$ cat src/rtl/clock_set_ctrl.sv
`default_nettype none
// +----------------------------------------------------------------------+
// | clock_set_ctrl : RUN/SET sequencer for the Numitron clock counters    |
// | Rev 1.0                                                               |
// +----------------------------------------------------------------------+
module clock_set_ctrl #(
  parameter int REPEAT_DELAY = 4,
  parameter int REPEAT_RATE  = 1,
  parameter int TIMEOUT_S    = 30,
  parameter int FLASH_HALF   = 2
) (
  input  logic       clk,
  input  logic       rstn,
  input  logic       tick_1hz,
  input  logic       tick_fast,
  input  logic       btn_mode,
  input  logic       btn_adv,
  input  logic       sec_ovfl,
  input  logic       min_ovfl,
  output logic       inc_sec,
  output logic       inc_min,
  output logic       inc_hr,
  output logic       clr_sec,
  output logic       blank_hr,
  output logic       blank_min,
  output logic [1:0] mode
);

  typedef enum logic [1:0] {
    ST_RUN     = 2'b00,
    ST_SET_HR  = 2'b01,
    ST_SET_MIN = 2'b10
  } state_t;

  localparam int c_dly_w   = $clog2(REPEAT_DELAY + 1);
  localparam int c_rate_w  = $clog2(REPEAT_RATE + 1);
  localparam int c_to_w    = $clog2(TIMEOUT_S + 1);
  localparam int c_flash_w = $clog2(FLASH_HALF + 1);

  localparam logic [c_dly_w-1:0]   c_dly_end    = c_dly_w'(REPEAT_DELAY);
  localparam logic [c_rate_w-1:0]  c_rate_last  = c_rate_w'(REPEAT_RATE - 1);
  localparam logic [c_to_w-1:0]    c_to_last    = c_to_w'(TIMEOUT_S - 1);
  localparam logic [c_flash_w-1:0] c_flash_last = c_flash_w'(FLASH_HALF - 1);

  state_t               r_state;
  state_t               w_state_nxt;

  logic                 r_mode_prev;
  logic                 r_adv_prev;
  logic                 r_mode_press;
  logic                 r_adv_press;
  logic                 r_armed;
  logic                 r_phase;
  logic [c_dly_w-1:0]   r_dly_cnt;
  logic [c_rate_w-1:0]  r_rate_cnt;
  logic [c_to_w-1:0]    r_to_cnt;
  logic [c_flash_w-1:0] r_flash_cnt;

  logic                 w_in_set;
  logic                 w_nxt_set;
  logic                 w_state_chg;
  logic                 w_timeout;
  logic                 w_adv_act;
  logic                 w_dly_done;
  logic                 w_rpt_fire;
  logic                 w_adv_inc;
  logic                 w_armed_nxt;
  logic                 w_phase_nxt;
  logic [c_dly_w-1:0]   w_dly_nxt;
  logic [c_rate_w-1:0]  w_rate_nxt;
  logic [c_to_w-1:0]    w_to_nxt;
  logic [c_flash_w-1:0] w_flash_nxt;

  assign w_in_set    = (r_state == ST_SET_HR) || (r_state == ST_SET_MIN);
  assign w_nxt_set   = (w_state_nxt != ST_RUN);
  assign w_state_chg = (w_state_nxt != r_state);
  assign w_timeout   = w_in_set && tick_1hz && (r_to_cnt == c_to_last);
  // MODE wins over a coincident ADV press; the ADV press is simply dropped.
  assign w_adv_act   = w_in_set && r_adv_press && !r_mode_press;
  assign w_dly_done  = (r_dly_cnt == c_dly_end);
  assign w_adv_inc   = w_adv_act || w_rpt_fire;

  // ---------------------------------------------------------------- FSM
  always_ff @(posedge clk or negedge rstn) begin
    if (!rstn) begin
      r_state <= ST_RUN;
    end else begin
      r_state <= w_state_nxt;
    end
  end

  always_comb begin
    w_state_nxt = ST_RUN;
    case (r_state)
      ST_RUN: begin
        w_state_nxt = r_mode_press ? ST_SET_HR : ST_RUN;
      end
      ST_SET_HR: begin
        if (w_timeout) begin
          w_state_nxt = ST_RUN;
        end else if (r_mode_press) begin
          w_state_nxt = ST_SET_MIN;
        end else begin
          w_state_nxt = ST_SET_HR;
        end
      end
      ST_SET_MIN: begin
        w_state_nxt = (w_timeout || r_mode_press) ? ST_RUN : ST_SET_MIN;
      end
      default: begin
        w_state_nxt = ST_RUN;
      end
    endcase
  end

  // ------------------------------------------------ repeat/timeout/blink
  always_comb begin
    w_armed_nxt = r_armed;
    w_dly_nxt   = r_dly_cnt;
    w_rate_nxt  = r_rate_cnt;
    w_rpt_fire  = 1'b0;
    w_to_nxt    = r_to_cnt;
    w_flash_nxt = r_flash_cnt;
    w_phase_nxt = r_phase;

    // Repeat only runs for an ADV hold that began with an accepted press.
    if (w_state_chg || !btn_adv) begin
      w_armed_nxt = 1'b0;
      w_dly_nxt   = '0;
      w_rate_nxt  = '0;
    end else begin
      if (w_adv_act) begin
        w_armed_nxt = 1'b1;
      end
      if (r_armed && tick_fast) begin
        if (!w_dly_done) begin
          w_dly_nxt = r_dly_cnt + c_dly_w'(1);
        end else if (r_rate_cnt == c_rate_last) begin
          w_rate_nxt = '0;
          w_rpt_fire = 1'b1;
        end else begin
          w_rate_nxt = r_rate_cnt + c_rate_w'(1);
        end
      end
    end

    if (w_state_chg || !w_nxt_set || r_mode_press || r_adv_press) begin
      w_to_nxt = '0;
    end else if (tick_1hz) begin
      w_to_nxt = r_to_cnt + c_to_w'(1);
    end

    if (w_state_chg || !w_nxt_set) begin
      w_flash_nxt = '0;
      w_phase_nxt = 1'b0;
    end else if (tick_fast) begin
      if (r_flash_cnt == c_flash_last) begin
        w_flash_nxt = '0;
        w_phase_nxt = ~r_phase;
      end else begin
        w_flash_nxt = r_flash_cnt + c_flash_w'(1);
      end
    end
  end

  always_ff @(posedge clk or negedge rstn) begin
    if (!rstn) begin
      r_mode_prev  <= 1'b0;
      r_adv_prev   <= 1'b0;
      r_mode_press <= 1'b0;
      r_adv_press  <= 1'b0;
      r_armed      <= 1'b0;
      r_phase      <= 1'b0;
      r_dly_cnt    <= '0;
      r_rate_cnt   <= '0;
      r_to_cnt     <= '0;
      r_flash_cnt  <= '0;
    end else begin
      r_mode_prev  <= btn_mode;
      r_adv_prev   <= btn_adv;
      r_mode_press <= btn_mode && !r_mode_prev;
      r_adv_press  <= btn_adv && !r_adv_prev;
      r_armed      <= w_armed_nxt;
      r_phase      <= w_phase_nxt;
      r_dly_cnt    <= w_dly_nxt;
      r_rate_cnt   <= w_rate_nxt;
      r_to_cnt     <= w_to_nxt;
      r_flash_cnt  <= w_flash_nxt;
    end
  end

  // ------------------------------------------------------------ outputs
  // Level outputs follow the next state so they move together with mode.
  always_ff @(posedge clk or negedge rstn) begin
    if (!rstn) begin
      inc_sec   <= 1'b0;
      inc_min   <= 1'b0;
      inc_hr    <= 1'b0;
      clr_sec   <= 1'b0;
      blank_hr  <= 1'b0;
      blank_min <= 1'b0;
      mode      <= 2'b00;
    end else begin
      inc_sec   <= (r_state == ST_RUN) && tick_1hz;
      inc_min   <= ((r_state == ST_RUN) && sec_ovfl) ||
                   ((r_state == ST_SET_MIN) && w_adv_inc);
      inc_hr    <= ((r_state == ST_RUN) && min_ovfl) ||
                   ((r_state == ST_SET_HR) && w_adv_inc);
      clr_sec   <= w_nxt_set;
      blank_hr  <= (w_state_nxt == ST_SET_HR) && w_phase_nxt && !btn_adv;
      blank_min <= (w_state_nxt == ST_SET_MIN) && w_phase_nxt && !btn_adv;
      mode      <= w_state_nxt;
    end
  end

endmodule
`default_nettype wire

$ cat config.mk
export PLATFORM = sky130hd
export DESIGN_NAME = clock_set_ctrl
export DESIGN_NICKNAME = d
export VERILOG_FILES = /design/src/rtl/clock_set_ctrl.sv
export SDC_FILE = /design/constraint.sdc
export NUM_CORES = 1
export LEC_CHECK = 0
export BUFFER_PORTS_ARGS = -buffer_cell sky130_fd_sc_hd__buf_2
export CAP_MARGIN = 25
export CORE_MARGIN = 2
export CORE_UTILIZATION = 32
export DETAILED_ROUTE_END_ITERATION = 12
export MAX_ROUTING_LAYER = met4
export PLACE_DENSITY_LB_ADDON = 0.1
export SYNTH_ARGS = -nofsm -noshare
export SYNTH_HDL_FRONTEND = slang
export SYNTH_SLANG_ARGS = --single-unit
$ cat constraint.sdc
create_clock -name clk -period 1.7 [get_ports clk]
set_input_delay 0.085 -clock clk [delete_from_list [all_inputs] [get_ports clk]]
set_output_delay 0.085 -clock clk [all_outputs]
set_load 0.005 [all_outputs]
==> metrics.md, run 1 <==
| Metric | Value |
|---|---|
| Status | complete, but fails checks |
| Failing checks | setup timing |
| Setup TNS | -0.3106 ns |
| Vias per cell | 4.554 |
| Yosys cell types | 31 |
| Pre-antenna DRT Iters | 4 |
| Setup WS post-layout | -0.06655 ns |
| CTS buffer count | 3 |
| Syn. warnings | 0 |
| Largest net degree at the start of global routing | 25 |
| Fillers | ~350 |
| Total power | ~2400 uW |
| Initial antenna violation count | 0 |
| Register Area | 603.1 sq um |
| Worst vdd ir | roughly 0.54 mV |
| GRT Total Usage | 13.29% |
| CTS root buf | clkbuf_8 |
| WL final | around 2500 um |
| Max Cap Viol | 0 |
| I/O Buffers | 15 |
| CP required | 1.89 ns |
| CTS tree | built |
| Main synth FF type | dfrtp_1 |
| Io pins | 16 |
| Row count | 22 |
| Post-Synthesis Cell Area | 1206 sq um |
| Final setup viols | 10 |
| Clk pin slew, worst setup/hold paths | 0.08 ns |
| Register area share after synthesis | 49.79% |
| Post-DP HPWL | 1802 um |
| Remaining DRCs | 0 |
| Maximum clock rate | between 500 and 600 MHz |
| Gr ovfl total | 0 |
| Mapped Nets | 128 |
| Post-synth EDFFs | 0 |
| Hold crit path type | input port to register |
| First-pass GRT wire length | 4236 um |
| Number of global-route vias before repair | 923 |
| Area occupied by multi-input gates | 711.9 sq um |
| Leakage | roughly 0.00077 uW |
| Rel. slew slack | 64.36% |
| Routed via count | 929 |
| Die area | 4277 sq um |
| Worst path max stage delay | 0.45 ns |
| Post-synthesis cell count | about 110 |
| Synth top cells by count | dfrtp_1 (24), nor2_1 (17), nand2_1 (11), ha_1 (8), xnor2_1 (7) |
| Setup Skew | 0.002009 ns |
| Min Tclk post-route | 1.767 ns |
| Post-route design area | 1729 sq um |
| CTS H-tree lvls | 1 |
| Ranking of synthesized cells by area | dfrtp_1 (50%), ha_1 (8.3%), nor2_1 (5.3%) |
| Worst setup SP type | register |
| Period utilization | 103.9% |
| Clock Sinks | 24 |
| Tightest Pin Transition | 0.5345 ns |
| Most frequent cell after synthesis | dfrtp_1 |
| Antenna cells | 0 |
| Crit. End Element | register |
| Max FO, Critical Path | 5 |
| Reg-to-Reg Start | mode[0]$_DFF_PN0_ |
| DR iter-0 viols | 45 |
| Critical path type | register to register |
| Mapped Avg Cell Area | 10.77 sq um |
| Chip width | 65.40 um |
| Initial core utilization | about a third |
| Area leader, netlist | dfrtp_1 |
| Final number of hold-violating endpoints | 0 |
| Core Region | 3633 sq um |
| Pwr dens | 1379 nW/um^2 |
| Clk_lat worst skew | 0.27 ns |
| Top-area cell type share of the netlist area | 49.79% |
| Cells along the critical path | inv_2 -> ha_4 -> and4_4 -> a311oi_4 -> xnor2_2 -> nand3_2 -> a211oi_2 |
| Crit-path slowest cell | dfrtp_2 |
| Ys async rst share | 100.0% |
| Syn-to-layout area delta | 43.36% |
| Placement Cell Area | around 1500 sq um |
| GPL Wtd Cong | about 0.8 |
| Unrepaired setup endpoints after global routing | true |
| Min-delay src | sec_ovfl |
| Die Y | 65.40 um |
| FF+latch count, synth | 24 |
| Detail Route Antenna Nets | 0 |
| Maximum root-to-sink buffer count | 2 |
| Max Slew Vio Count | 0 |
| Layout cells sized above 1 | 45.51% |
| Avg WL per Cell | 12.21 um |
| Final net count | 173 |
| CP arrival | 1.95 ns |
| Worst Setup SP | mode[0]$_DFF_PN0_ |
final timing paths:
kind	endpoint	depth (start not counted)	slack (ns)
hold / removal	inc_min$_DFF_PN0_	3	0.07
min in group asynchronous	r_armed$_DFFE_PN0P_	2	0.33
hold reg to reg	r_adv_press$_DFF_PN0_	1	0.40
setup reg to reg	r_to_cnt[1]$_DFFE_PN0P_	7	-0.07
setup / recovery	r_to_cnt[1]$_DFFE_PN0P_	7	-0.07
max in group asynchronous	mode[0]$_DFF_PN0_	2	0.99
metrics by stage:
step | worst slack (ns) | hold WS [ns] | utilization, % | cells
floorplan | -0.09582 | -0.2106 | - | 112
global route | -0.1878 | 0.06999 | 47.59 | 204
detailed placement | -0.1353 | 0.1065 | 41.70 | 191
CTS | -0.06651 | 0.07041 | 45.94 | 202
global placement | -0.1573 | 0.09728 | 41.70 | 191
finish | -0.06655 | 0.06919 | 47.59 | 204
flip-flops by register name, indices dropped and copies added (netlist names), 2 cells and up:
register     flops
mode             2
r_dly_cnt        3
r_flash_cnt      2
r_to_cnt         5
repair_timing:
action | CTS | global route
pin swaps | 7 | 5
resized for setup | 7 | 7
hold buffers | 3 | 0
hold endpoints to repair | 26 | 0
setup endpoints to repair | 15 | 16
setup buffers | 4 | 3
power by group:
part / leakage (uW) / internal (uW) / switching [uW]
sequential: 0.000318 / 658 / 55.8
combinational: 0.000422 / 690 / 592
clock: 0.0000288 / 207 / 181
total: 0.000768 / 1560 / 829
layout make-up:
type,count,area share (%)
clock buffers,4,3.184
inverters,5,1.230
repair buffers,41,16.06
multi-input cells,82,41.17
well taps,48,3.473
flip-flops and latches,24,34.88
critical path, delay by kind of cell, from the launching register on:
kind / cells / cell delay [ns]
fa+ha+maj: 1 / 0.20
flops: 1 / 0.45
simple gates: 2 / 0.33
compound gates: 2 / 0.45
xor+xnor: 1 / 0.17
buf+inv: 1 / 0.10
routing by layer:
metal  GRT usage, %  vias to the layer above  routed length [um]  part of all wire [%]
met4          6.250                        0                  39                   1.6
met2          20.92                       15                1199                    48
met3          1.884                        5                  78                   3.1
met5              -                        -                   0                     0
met1          17.00                      446                1174                    47
li1               -                      463                   -                     -
cell usage in the layout (no fill, tap or decap), types with 2 or more instances in the layout:
cell type      netlist  routed
dfrtp_1             24      22
nor2b_1              2       2
xnor2_2              0       3
nand2_1             11      11
o21ai_1              2       2
xnor2_1              7       4
a21oi_1              3       3
xor2_1               4       4
buf_2                0      15
ha_2                 0       2
dfrtp_2              0       2
ha_1                 8       4
clkbuf_8             0       4
a22oi_1              2       2
nand3_2              2       2
nor2_1              17      17
ha_4                 0       2
inv_1                5       3
dlygate4sd3_1        0       3
o21ai_0              2       2
mux2i_4              0       3
buf_4                0      23
cells by family (layout without fill, tap and decap cells):
group	after synthesis	count (layout)	share of synthesized area (%)
mux	4	4	3.320
flops	24	24	49.79
buf+inv	6	50	2.490
simple gates	46	46	19.82
compound gates	13	13	8.297
fa+ha+maj	8	8	8.299
xor+xnor	11	11	7.987
Power figures use the tool's default switching activity.
==> inputs of run 2 (changes only) <==
--- a/config.mk
+++ b/config.mk
@@ -7,11 +7,13 @@
 export LEC_CHECK = 0
 export BUFFER_PORTS_ARGS = -buffer_cell sky130_fd_sc_hd__buf_2
 export CAP_MARGIN = 25
+export CORE_ASPECT_RATIO = 0.9
 export CORE_MARGIN = 2
 export CORE_UTILIZATION = 32
 export DETAILED_ROUTE_END_ITERATION = 12
 export MAX_ROUTING_LAYER = met4
 export PLACE_DENSITY_LB_ADDON = 0.1
+export RECOVER_POWER = 100
 export SYNTH_ARGS = -nofsm -noshare
 export SYNTH_HDL_FRONTEND = slang
 export SYNTH_SLANG_ARGS = --single-unit
==> run 2 against run 1 <==
  * Critical endpoint unchanged
  * Wire length rose by 11%
  * Clock power rose by 30%
  * Maximum frequency is 3.3% lower
  * Sequential power is 0.8% higher
  * Clock skew is 0.0075 ns higher
  * Critical path depth is the same
  * Highest routed layer unchanged
  * Setup slack lost 0.061 ns
  * The flow still finishes with violations (setup timing)
  * Design area is 0.22% higher
==> metrics.md, run 2 (synthesis gave the netlist of run 1 again) <==
| Metric | Value |
|---|---|
| Io pins | 16 (unchanged) |
| Most frequent cells in the layout | buf_4 (22), dfrtp_1 (21), nor2_1 (16) (was buf_4 (23), dfrtp_1 (22), nor2_1 (17)) |
| Setup WS post-layout | -0.1273 ns (was -0.06655 ns) |
| GRT Total Usage | 15.15% (was 13.29%) |
| Crit. End Element | register (unchanged) |
| Pre-CTS WS | -0.1573 ns (was -0.1353 ns) |
| Maximum clock rate | 547.3 MHz (was 566.1 MHz) |
| Worst path max stage delay | 0.45 ns (about the same) |
| Cells along the critical path | inv_4 -> ha_4 -> and4_4 -> a211oi_4 -> xnor2_2 -> nand3_2 -> a211oi_2 (was inv_2 -> ha_4 -> and4_4 -> a311oi_4 -> xnor2_2 -> nand3_2 -> a211oi_2) |
| WL final | 2755 um (was 2491 um) |
| Die area | 4277 sq um (about the same) |
| Routed length on met1 | 1291 um (was 1174 um) |
| Routed via count | 954 (was 929) |
| Final net count | 173 (unchanged) |
| Avg WL per Cell | 13.64 um (was 12.21 um) |
| Most common cell after layout, fill and taps aside | buf_4 (unchanged) |
| Detail Route Antenna Nets | 0 (unchanged) |
| Initial antenna violation count | 0 (unchanged) |
| Hold crit path type | input port to register (unchanged) |
| Final setup viols | 15 (was 10) |
| Biggest register | r_to_cnt (unchanged) |
| Die Y | 62.25 um (was 65.40 um) |
| Post-DP HPWL | 1980 um (was 1802 um) |
| Metal3 WL | 69 um (was 78 um) |
| GPL Wtd Cong | 0.7443 (was 0.7832) |
| Routed wl met2 | 1348 um (was 1199 um) |
| Clk pin slew, worst setup/hold paths | 0.09 ns (was 0.08 ns) |
| Max reg flops | 5 (unchanged) |
| Leakage | 0.0007603 uW (was 0.0007679 uW) |
| Period utilization | 107.5% (was 103.9%) |
| Syn-to-layout area delta | 43.67% (was 43.36%) |
| Critical path type | register to register (unchanged) |
| Uppermost layer routed | met4 (unchanged) |
| Row count | 21 (was 22) |
| Clock Sinks | 24 (unchanged) |
| Max FO, Critical Path | 5 (unchanged) |
| Placed Instances | 189 (was 191) |
| Clk_lat worst skew | 0.27 ns (about the same) |
| Worst vdd ir | 0.4256 mV (was 0.5445 mV) |
| Final number of hold-violating endpoints | 0 (unchanged) |
| Vias per cell | 4.723 (was 4.554) |
| Setup Skew | 0.009503 ns (was 0.002009 ns) |
| Unrepaired setup endpoints after global routing | true (unchanged) |
| CP arrival | 2.01 ns (was 1.95 ns) |
| Max Cap Viol | 0 (unchanged) |
| Layout cells sized above 1 | 41.67% (was 45.51%) |
| Max Slew Vio Count | 0 (unchanged) |
| Chip width | 68.72 um (was 65.40 um) |
| Antenna cells | 0 (unchanged) |
| Tightest Pin Transition | 0.6114 ns (was 0.5345 ns) |
| CTS root buf | clkbuf_8 (unchanged) |
| Min Tclk post-route | 1.827 ns (was 1.767 ns) |
| Remaining DRCs | 0 (unchanged) |
| CP required | 1.89 ns (about the same) |
| Status | complete, but fails checks (unchanged) |
| CTS H-tree lvls | 1 (unchanged) |
| Largest net degree at the start of global routing | 25 (unchanged) |
| CTS buffer count | 3 (unchanged) |
| Core Region | 3679 sq um (was 3633 sq um) |
| CTS tree | built (unchanged) |
| Crit-path slowest cell | dfrtp_2 (unchanged) |
| Number of global-route vias before repair | 1001 (was 923) |
| Fin cells | 202 (was 204) |
| Rel. slew slack | 59.24% (was 64.36%) |
| Maximum root-to-sink buffer count | 2 (unchanged) |
| Worst setup SP type | register (unchanged) |
| Failing checks | setup timing (unchanged) |
| DR iter-0 viols | 29 (was 45) |
| Gr ovfl total | 0 (unchanged) |
| Pwr dens | 1477 nW/um^2 (was 1379 nW/um^2) |
| I/O Buffers | 15 (unchanged) |
| Pre-antenna DRT Iters | 4 (unchanged) |
| Largest regs | r_to_cnt (5), r_dly_cnt (3) (unchanged) |
| First-pass GRT wire length | 4740 um (was 4236 um) |
| Initial core utilization | 32.79% (was 33.20%) |
[run 2: worst paths after layout]
| kind | cells after the start | from | slack (ns) | to |
|---|---|---|---|---|
| worst min-delay path | 3 | min_ovfl | 0.07 | inc_hr$_DFF_PN0_ |
| worst min register to register | 1 | r_mode_prev$_DFF_PN0_ | 0.40 | r_mode_press$_DFF_PN0_ |
| worst max-delay path | 7 | mode[0]$_DFF_PN0_ | -0.13 | r_to_cnt[1]$_DFFE_PN0P_ |
| worst max register to register | 7 | mode[0]$_DFF_PN0_ | -0.13 | r_to_cnt[1]$_DFFE_PN0P_ |
| min in group asynchronous | 2 | rstn | 0.36 | r_mode_prev$_DFF_PN0_ |
| max in group asynchronous | 2 | rstn | 0.91 | mode[0]$_DFF_PN0_ |
[run 2: metrics by stage]
stage / utilization, % / TNS, ns / power, uW / hold WS (ns) / cell area, sq um
global route: 47.11 / -2.963 / 2721 / 0.07111 / 1733
detailed placement: 41.46 / -1.791 / 1798 / 0.1013 / 1525
CTS: 46.46 / -1.104 / 2491 / 0.06288 / 1709
global placement: 41.46 / -1.853 / 1796 / 0.1084 / 1525
floorplan: - / -0.6459 / 1331 / -0.2106 / 1264
finish: 47.11 / -1.358 / 2560 / 0.06950 / 1733
[run 2: area by class of cell]
type                            instances  area, sq um
Sequential cell                        24        604.3
Clock buffer                            3        41.29
Multi-Input combinational cell         82        691.9
Timing Repair Buffer                   41        284.0
Fill cell                             363         1946
Tap cell                               46        57.56
Clock inverter                          1        30.03
Inverter                                5        23.77
[run 2: power breakdown]
group	total [uW]	switching (uW)	internal, uW
combinational	1340	619	716
sequential	720	61.0	659
clock	505	190	315
[run 2: repair_timing]
action | in CTS | in global routing
endpoints found under the hold margin | 26 | 0
hold buffers | 3 | 0
buffers inserted | 3 | 3
gates cloned | 0 | 0
setup endpoints to repair | 16 | 16
pin swaps | 9 | 7
resized for setup | 12 | 1
[run 2: layer usage]
layer	vias to the layer above	GRT usage (%)
met5	-	-
met4	0	6.127
met3	4	2.355
met2	12	22.24
met1	475	20.84
li1	463	-
[run 2: critical path: cells and delay by family (launching register included)]
family / cells / cell delay, ns
AOI/OAI and AO/OA: 2 / 0.49
xor gates and xnor gates: 1 / 0.18
adders and majority gates: 1 / 0.20
DFF: 1 / 0.45
and+or+nand+nor: 2 / 0.33
buffers and inverters: 1 / 0.09
==> inputs of run 3 (changes only) <==
--- a/config.mk
+++ b/config.mk
@@ -14,6 +14,7 @@
 export MAX_ROUTING_LAYER = met4
 export PLACE_DENSITY_LB_ADDON = 0.1
 export RECOVER_POWER = 100
+export SKIP_CTS_REPAIR_TIMING = 1
 export SYNTH_ARGS = -nofsm -noshare
 export SYNTH_HDL_FRONTEND = slang
 export SYNTH_SLANG_ARGS = --single-unit
==> run 3 against run 2 <==
  * The run still ends with setup timing left
  * Clock power increased by 0.8%
  * Critical endpoint unchanged
  * Global-route usage decreased by 1.0 points
  * Sequential share of layout area increased by 1.6 points
  * Non-clock buffer count decreased by 5
  * Sequential power decreased by 0.7%
  * Wire length decreased by 6.5%
  * Combinational power decreased by 16%
  * Die area unchanged
  * Setup slack got worse by 0.039 ns
  * Count of clock-buffer cells in the layout unchanged
  * Power decreased by 8.2%
==> metrics.md, run 3 (synthesis gave the netlist of run 1 again) <==
| Metric | Value |
|---|---|
| Worst setup SP type | register (unchanged) |
| Layout cells sized above 1 | 37.09% (was 41.67%) |
| Min Tclk post-route | 1.866 ns (was 1.827 ns) |
| Initial core utilization | 32.79% (unchanged) |
| WL final | 2576 um (was 2755 um) |
| Setup WS post-layout | -0.1664 ns (was -0.1273 ns) |
| Final net count | 168 (was 173) |
| Worst vdd ir | 0.4124 mV (was 0.4256 mV) |
| Routed via count | 912 (was 954) |
| Number of global-route vias before repair | 951 (was 1001) |
| Chip width | 68.72 um (unchanged) |
| Max Cap Viol | 0 (unchanged) |
| Initial antenna violation count | 0 (unchanged) |
| DR iter-0 viols | 32 (was 29) |
| CP arrival | 2.05 ns (was 2.01 ns) |
| Placed Instances | 189 (unchanged) |
| Remaining DRCs | 0 (unchanged) |
| Most frequent cells in the layout | dfrtp_1 (22), nor2_1 (17), buf_4 (16) (was buf_4 (22), dfrtp_1 (21), nor2_1 (16)) |
| Vias per cell | 4.629 (was 4.723) |
| Total power | 2349 uW (was 2560 uW) |
| Largest net degree at the start of global routing | 25 (unchanged) |
| Clk pin slew, worst setup/hold paths | 0.09 ns (about the same) |
| Failing checks | setup timing (unchanged) |
| Syn-to-layout area delta | 36.93% (was 43.67%) |
| CTS buffer count | 3 (unchanged) |
| Gr ovfl total | 0 (unchanged) |
| Max Slew Vio Count | 0 (unchanged) |
| Pwr dens | 1422 nW/um^2 (was 1477 nW/um^2) |
| Fin cells | 197 (was 202) |
| GRT Total Usage | 14.13% (was 15.15%) |
| Critical path type | register to register (unchanged) |
| Biggest register | r_to_cnt (unchanged) |
| Setup TNS | -1.691 ns (was -1.358 ns) |
| Max FO, Critical Path | 5 (unchanged) |
| Die Y | 62.25 um (unchanged) |
| Clk_lat worst skew | 0.27 ns (about the same) |
| CTS tree | built (unchanged) |
| Final setup viols | 15 (unchanged) |
| Final number of hold-violating endpoints | 0 (unchanged) |
| CTS H-tree lvls | 1 (unchanged) |
| Max reg flops | 5 (unchanged) |
| Most common cell after layout, fill and taps aside | dfrtp_1 (was buf_4) |
| Maximum clock rate | 535.8 MHz (was 547.3 MHz) |
| Leakage | 0.0007229 uW (was 0.0007603 uW) |
| Row count | 21 (unchanged) |
| GPL Wtd Cong | 0.7443 (unchanged) |
| Crit. End Element | register (unchanged) |
| CTS root buf | clkbuf_8 (unchanged) |
| Setup Skew | 0.009828 ns (was 0.009503 ns) |
| Fillers | 366 (was 363) |
| Unrepaired setup endpoints after global routing | true (unchanged) |
| Hold crit path type | input port to register (unchanged) |
| Avg WL per Cell | 13.08 um (was 13.64 um) |
| Die area | 4277 sq um (unchanged) |
| Clock Sinks | 24 (unchanged) |
| Status | complete, but fails checks (unchanged) |
| Tightest Pin Transition | 0.6209 ns (was 0.6114 ns) |
| Antenna cells | 0 (unchanged) |
| Detail Route Antenna Nets | 0 (unchanged) |
| Io pins | 16 (unchanged) |
| CP required | 1.89 ns (about the same) |
| Period utilization | 109.8% (was 107.5%) |
| I/O Buffers | 15 (unchanged) |
| Largest regs | r_to_cnt (5), r_dly_cnt (3) (unchanged) |
| Rel. slew slack | 58.60% (was 59.24%) |
| Post-DP HPWL | 1980 um (unchanged) |
| Maximum root-to-sink buffer count | 2 (unchanged) |
| Pre-antenna DRT Iters | 4 (unchanged) |
| First-pass GRT wire length | 4409 um (was 4740 um) |
| Core Region | 3679 sq um (unchanged) |
## run 3: final cells by class
class	instances	area, sq um	area share (%)
Sequential cell	24	603.1	36.52
Clock buffer	3	41.29	2.500
Clock inverter	1	30.03	1.818
Tap cell	46	57.56	3.485
Multi-Input combinational cell	82	651.9	39.47
Inverter	5	21.27	1.288
Timing Repair Buffer	36	246.5	14.92
## run 3: path summary, 6_finish.rpt
kind                                        from                       to  slack [ns]  depth (start not counted)
max reg2reg                    mode[0]$_DFF_PN0_  r_to_cnt[1]$_DFFE_PN0P_       -0.17                          7
min reg2reg                r_mode_prev$_DFF_PN0_   r_mode_press$_DFF_PN0_        0.40                          1
min                                     min_ovfl         inc_hr$_DFF_PN0_        0.07                          3
min in group asynchronous                   rstn    r_mode_prev$_DFF_PN0_        0.36                          2
max in group asynchronous                   rstn        mode[1]$_DFF_PN0_        0.90                          2
max                            mode[0]$_DFF_PN0_  r_to_cnt[1]$_DFFE_PN0P_       -0.17                          7
## run 3: worst max-delay path: stages (launching register included)
cell and delay (ns):
dfrtp_2 0.44, inv_2 0.09, ha_4 0.20, and4_4 0.17, a311oi_4 0.37, xnor2_2 0.18
nand3_2 0.16, a211oi_2 0.16
## run 3: stage by stage
stage / setup WS (ns) / hold slack, ns / area (sq um) / utilization [%]
5_1_grt: -0.2508 / 0.07102 / 1652 / 44.90
2_1_floorplan: -0.09582 / -0.2106 / 1264 / -
3_5_place_dp: -0.1573 / 0.1013 / 1525 / 41.46
3_3_place_gp: -0.1696 / 0.1084 / 1525 / 41.46
4_1_cts: -0.1921 / -0.1986 / 1597 / 43.40
6_report: -0.1664 / 0.06522 / 1652 / 44.90
## run 3: report_power, final
part	switching, uW	internal [uW]
clock network	193	315
registers	56.8	658
logic	541	584
## run 3: per-layer routing
layer | GRT usage [%] | up-vias | wire length (um) | part of all wire [%]
met5 | - | - | 0 | 0
met4 | 5.147 | 0 | 21 | 0.82
met3 | 2.355 | 2 | 65 | 2.5
met2 | 20.43 | 10 | 1242 | 48
met1 | 19.91 | 450 | 1247 | 48
li1 | - | 450 | - | -
